===== config.mk =====
export PLATFORM = sky130hd
export DESIGN_NAME = umips_hazard
export DESIGN_NICKNAME = d
export VERILOG_FILES = /design/src/rtl/umips_hazard.sv
export SDC_FILE = /design/constraint.sdc
export NUM_CORES = 1
export LEC_CHECK = 0
export ABC_AREA = 0
export BUFFER_PORTS_ARGS = -buffer_cell sky130_fd_sc_hd__buf_2
export CAP_MARGIN = 0
export CORE_UTILIZATION = 45
export CTS_CLUSTER_DIAMETER = 150
export DETAILED_ROUTE_END_ITERATION = 12
export HOLD_SLACK_MARGIN = 0.05
export PLACE_DENSITY = 0.74
export SYNTH_ARGS = -nofsm -noshare
export SYNTH_HDL_FRONTEND = slang
export SYNTH_SLANG_ARGS = --single-unit

===== constraint.sdc =====
create_clock -name clk -period 2.8 [get_ports clk]
set_clock_uncertainty 0.15 [all_clocks]
set_input_delay 0.42 -clock clk [delete_from_list [all_inputs] [get_ports clk]]
set_output_delay 0.42 -clock clk [all_outputs]
set_load 0.1 [all_outputs]

===== src/rtl/umips_hazard.sv =====
// Hazard unit for the five-stage micro-MIPS pipeline.
// Forwards execute-stage operands and stalls or flushes the front end for
// load-use, branch-compare and HI/LO-read hazards. A 32-cycle countdown
// models the multiply/divide unit, and two saturating counters provide
// performance statistics.
//
// Handshake: this block has no valid/ready channels. Every control output
// is a level that is valid for the current cycle and is consumed by the
// pipeline registers on the next rising clk edge.
module umips_hazard (
    input  logic        clk,
    input  logic        rst,
    input  logic [4:0]  rs_d,
    input  logic [4:0]  rt_d,
    input  logic        branch_d,
    input  logic        hilo_read_d,
    input  logic [4:0]  rs_e,
    input  logic [4:0]  rt_e,
    input  logic [4:0]  write_reg_e,
    input  logic        reg_write_e,
    input  logic        mem_to_reg_e,
    input  logic        md_start_e,
    input  logic        branch_taken_e,
    input  logic [4:0]  write_reg_m,
    input  logic [4:0]  write_reg_w,
    input  logic        reg_write_m,
    input  logic        mem_to_reg_m,
    input  logic        reg_write_w,
    output logic        stall_f,
    output logic        stall_d,
    output logic        flush_d,
    output logic        flush_e,
    output logic [1:0]  forward_a_e,
    output logic [1:0]  forward_b_e,
    output logic        md_busy,
    output logic [15:0] stall_cycles,
    output logic [15:0] flush_events,
    output logic [0:0]  md_state
);

    localparam logic [0:0] IDLE    = 1'b0;
    localparam logic [0:0] MD_BUSY = 1'b1;
    localparam logic [5:0] MD_LATENCY = 6'd32;

    logic [5:0] md_count;
    logic [0:0] state_q;
    logic [0:0] state_n;

    // A producer is only meaningful when it writes a register other than $0.
    logic valid_e, valid_m_fwd, valid_m_load, valid_w;
    assign valid_e      = reg_write_e  && (write_reg_e != 5'd0);
    assign valid_m_fwd  = reg_write_m  && (write_reg_m != 5'd0);
    assign valid_m_load = mem_to_reg_m && (write_reg_m != 5'd0);
    assign valid_w      = reg_write_w  && (write_reg_w != 5'd0);

    logic lw_stall, br_stall, md_stall;
    assign lw_stall = mem_to_reg_e && valid_e &&
                      ((write_reg_e == rs_d) || (write_reg_e == rt_d));
    assign br_stall = branch_d &&
                      ((valid_e      && ((write_reg_e == rs_d) || (write_reg_e == rt_d))) ||
                       (valid_m_load && ((write_reg_m == rs_d) || (write_reg_m == rt_d))));
    assign md_busy  = (md_count != 6'd0);
    // md_count is cleared asynchronously, so md_stall is 0 throughout reset.
    assign md_stall = hilo_read_d && md_busy;
    assign md_state = state_q;

    // Operand bypass select; the younger memory-stage result wins over writeback.
    always_comb begin
        forward_a_e = 2'b00;
        forward_b_e = 2'b00;
        if (valid_m_fwd && (write_reg_m == rs_e))   forward_a_e = 2'b10;
        else if (valid_w && (write_reg_w == rs_e))  forward_a_e = 2'b01;
        if (valid_m_fwd && (write_reg_m == rt_e))   forward_b_e = 2'b10;
        else if (valid_w && (write_reg_w == rt_e))  forward_b_e = 2'b01;
    end

    // Pipeline control: a taken branch squashes everything, stalls otherwise insert a bubble.
    always_comb begin
        stall_f = 1'b0;
        stall_d = 1'b0;
        flush_d = 1'b0;
        flush_e = 1'b0;
        if (branch_taken_e) begin
            flush_d = 1'b1;
            flush_e = 1'b1;
        end else if (lw_stall || br_stall || md_stall) begin
            stall_f = 1'b1;
            stall_d = 1'b1;
            flush_e = 1'b1;
        end
    end

    // Next state for the multiply/divide FSM, kept in step with md_count.
    always_comb begin
        state_n = state_q;
        case (state_q)
            IDLE:    if (md_start_e) state_n = MD_BUSY;
            MD_BUSY: if (!md_start_e && (md_count == 6'd1)) state_n = IDLE;
            default: state_n = IDLE;
        endcase
    end

    // Multiply/divide countdown; a new start always reloads the full latency.
    always_ff @(posedge clk or negedge rst) begin
        if (!rst) begin
            md_count <= 6'd0;
            state_q  <= IDLE;
        end else begin
            state_q <= state_n;
            if (md_start_e)
                md_count <= MD_LATENCY;
            else if (md_count != 6'd0)
                md_count <= md_count - 6'd1;
        end
    end

    // Saturating statistics: decode-stall cycles and taken-branch flushes.
    always_ff @(posedge clk or negedge rst) begin
        if (!rst) begin
            stall_cycles <= 16'd0;
            flush_events <= 16'd0;
        end else begin
            if (stall_d && (stall_cycles != 16'hFFFF))
                stall_cycles <= stall_cycles + 16'd1;
            if (branch_taken_e && (flush_events != 16'hFFFF))
                flush_events <= flush_events + 16'd1;
        end
    end

endmodule


==> flow_summary.ini <==
[synthesis]
synth-seq-cells = 39
ys_seq_area_share_pct = 40.8
yosysUniqueCellTypes = 33
yosys.area_share.xor_xnor_pct = 25.7
synth_edf_count = 0
synth_compound_area_share_pct = 4.82
synth_top_family_by_area = XOR/XNOR gates
syn_inst = 244
syn_nets = 294
synth-simple-area-share_pct = 21.8
async_flop_share_pct = 100
avgSynthCellArea_um2 = 9.79
synth_common_cells = dfrtp_1, xor2_1, xnor2_1, nand3_1, nand2_1
synth_top_area_cell = dfrtp_1
synth_ff_type = dfrtp_1
syn-cell-area_mm2 = 0.00239
yosys_warnings = 0
netlist.area_leader.share_pct = 40.8
yosys-top-cells-area = dfrtp_1, xor2_1, xnor2_1, nand3_1, nand2_1
synthAdderAreaFrac_pct = 2.09
synthMuxAreaShare_pct = 1.88

[die]
die_h_um = 74.9
start_util_pct = 46.8
io_pins = 88
fp.coreArea_mm2 = 0.00511
core.rowCount = 26
die_width_um = 74.9
dieArea_mm2 = 0.00561

[drt]
wl_um = 5450
ant_nets = 0
vias_per_cell = 5.10
vias = 2046
drt_iter0_markers = 111
drc = 0
first_pass_iters = 4
wl_per_cell_um = 13.6

[grt]
grt_pass1_vias = 1977
grt_overflow = 0
antenna_found_initial = 0
grt.total_usage_pct = 21.3
grt_max_degree = 40
grt_pass1_wl_um = 8900

[clock_tree]
cts_tree = built
post_cts_buffers = 0
cts_sinks = 39
cts_hold_buf = 0
numCtsBuffers = 5
insertion_delay_ns = 0.29
htreeDepth = 2
path_clk_slew_ns = 0.07
clock_path_buffers = 2
clockRootBuffer = clkbuf_8
post_cts_resized = 0

[critical_path]
cpMostUsedCell = nand3b_1
worstSetupEndpointType = primary output
cp_max_fo = 17
arrival_ns = 1.98
cp_top_family = simple AND/OR/NAND/NOR gates
cp.required_ns = 2.23
crit_type = reg -> out
crit_path_start_kind = flip-flop
critPathSlowestCell = dfrtp_1
crit_path_max_incr_delay_ns = 0.44
crit_chain = nor3_2, nand3b_1, nand3b_1, o31ai_4, buf_4, buf_12
critPathBufInv = 2

[place]
hpwl_um = 4210
io_buffers = 87
gp_congestion = 0.845
post-place-ws_ns = 0.253
post_dp_cell_area_mm2 = 0.00304

[final_layout]
drive_gt1_share_pct = 34.1
area_growth_pct = 30.9
nets = 381
fin_area_mm2 = 0.00313
antenna_cells = 0

[timing]
post-route-min-period_ns = 2.55
hold_viol = 0
tns_ns = 0
worst_slack_ns = 0.251
rsz0062_at_grt = false
maxSlewViolCount = 0
relSlewSlack_pct = 43.9
period_share_pct = 91.1
tightest_slew_ns = 0.841
setup_viol = 0
max_freq_mhz = 392

[outcome]
run_status = finished clean

[job]
max-cap-violations = 0

[pwr]
ir_worst_vdd_v = 0.000819
powerDensity_mw_per_mm2 = 806
leakagePower_nw = 1.51

[min_path]
hp-class = in -> async
worst reg2reg max path, delay by kind of cell (launching register included):
family           cells  cell delay [ns]
AND/OR/NAND/NOR      5             1.04
XOR/XNOR             1             0.16
flip-flops           1             0.43
AO/OA/AOI/OAI        1             0.44
logic make-up (layout without fill, tap and decap cells):
group / after synthesis / in the layout
and+or+nand+nor: 100 / 100
xor gates and xnor gates: 70 / 70
adders and majority gates: 4 / 4
AOI/OAI and AO/OA: 14 / 14
DFF: 39 / 39
muxes: 4 / 4
buffers and inverters: 13 / 100
layer usage:
| metal | vias to the layer above | share of wire [%] | global-route usage [%] |
|---|---|---|---|
| met2 | 44 | 49 | 34.8 |
| met3 | 11 | 4.1 | 4.82 |
| met1 | 981 | 45 | 26.9 |
| met4 | 0 | 2.0 | 9.85 |
| li1 | 1010 | - | - |
| met5 | - | 0 | 0 |
worst paths after layout:
kind,startpoint,to,slack [ns],depth (start not counted)
max,md_count[2],stall_f,0.25,6
min,rst,stall_cycles[12],0.08,1
max reg2reg,stall_cycles[7],stall_cycles[15],0.47,7
min reg2reg,md_state,md_state,0.33,1
max in group asynchronous,rst,flush_events[10],1.89,1
min in group clk,md_start_e,md_count[0],0.25,2
flip-flops by register name, indices dropped and copies added, names as in the netlist:
register and flops:
flush_events 16, stall_cycles 16, md_count 6, md_state 1
power breakdown:
| part | switching, W | total, W | internal [W] |
|---|---|---|---|
| combinational | 0.000995 | 0.00131 | 0.000315 |
| sequential | 0.000146 | 0.000832 | 0.000686 |
| clock | 0.000187 | 0.000380 | 0.000193 |
placed cells by master, fill, tap and decap left out, drive strengths merged, types with 2 or more instances in the layout:
master  instances
a21oi           2
nand3b          3
dfrtp          39
nor3            8
buf            88
xnor2          31
and2            3
o21ai           3
xor2           39
or4             4
and3            9
nand3          21
clkbuf          6
o31ai           2
inv             5
nor2           16
a22oi           2
and4            3
nand2          18
ha              4
nand4           8
mux2            4
nor4            5
area by class of cell:
cell class                      instances  area [um^2]
Clock buffer                            6         82.6
Clock inverter                          1         5.00
Fill cell                             461         1980
Inverter                                5         18.8
Multi-Input combinational cell        192         1460
Sequential cell                        39          976
Tap cell                               70         87.6
Timing Repair Buffer                   88          503
metrics by stage:
stage / total power (W) / hold slack (ns) / cells / utilization, %
CTS: 0.00254 / 0.120 / 401 / 61.3
global placement: 0.00213 / 0.305 / 394 / 59.6
finish: 0.00252 / 0.0806 / 401 / 61.3
detailed placement: 0.00215 / 0.324 / 394 / 59.6
global route: 0.00267 / 0.148 / 401 / 61.3
floorplan: 0.00191 / -0.0256 / 244 / -
Power figures use the tool's default switching activity.
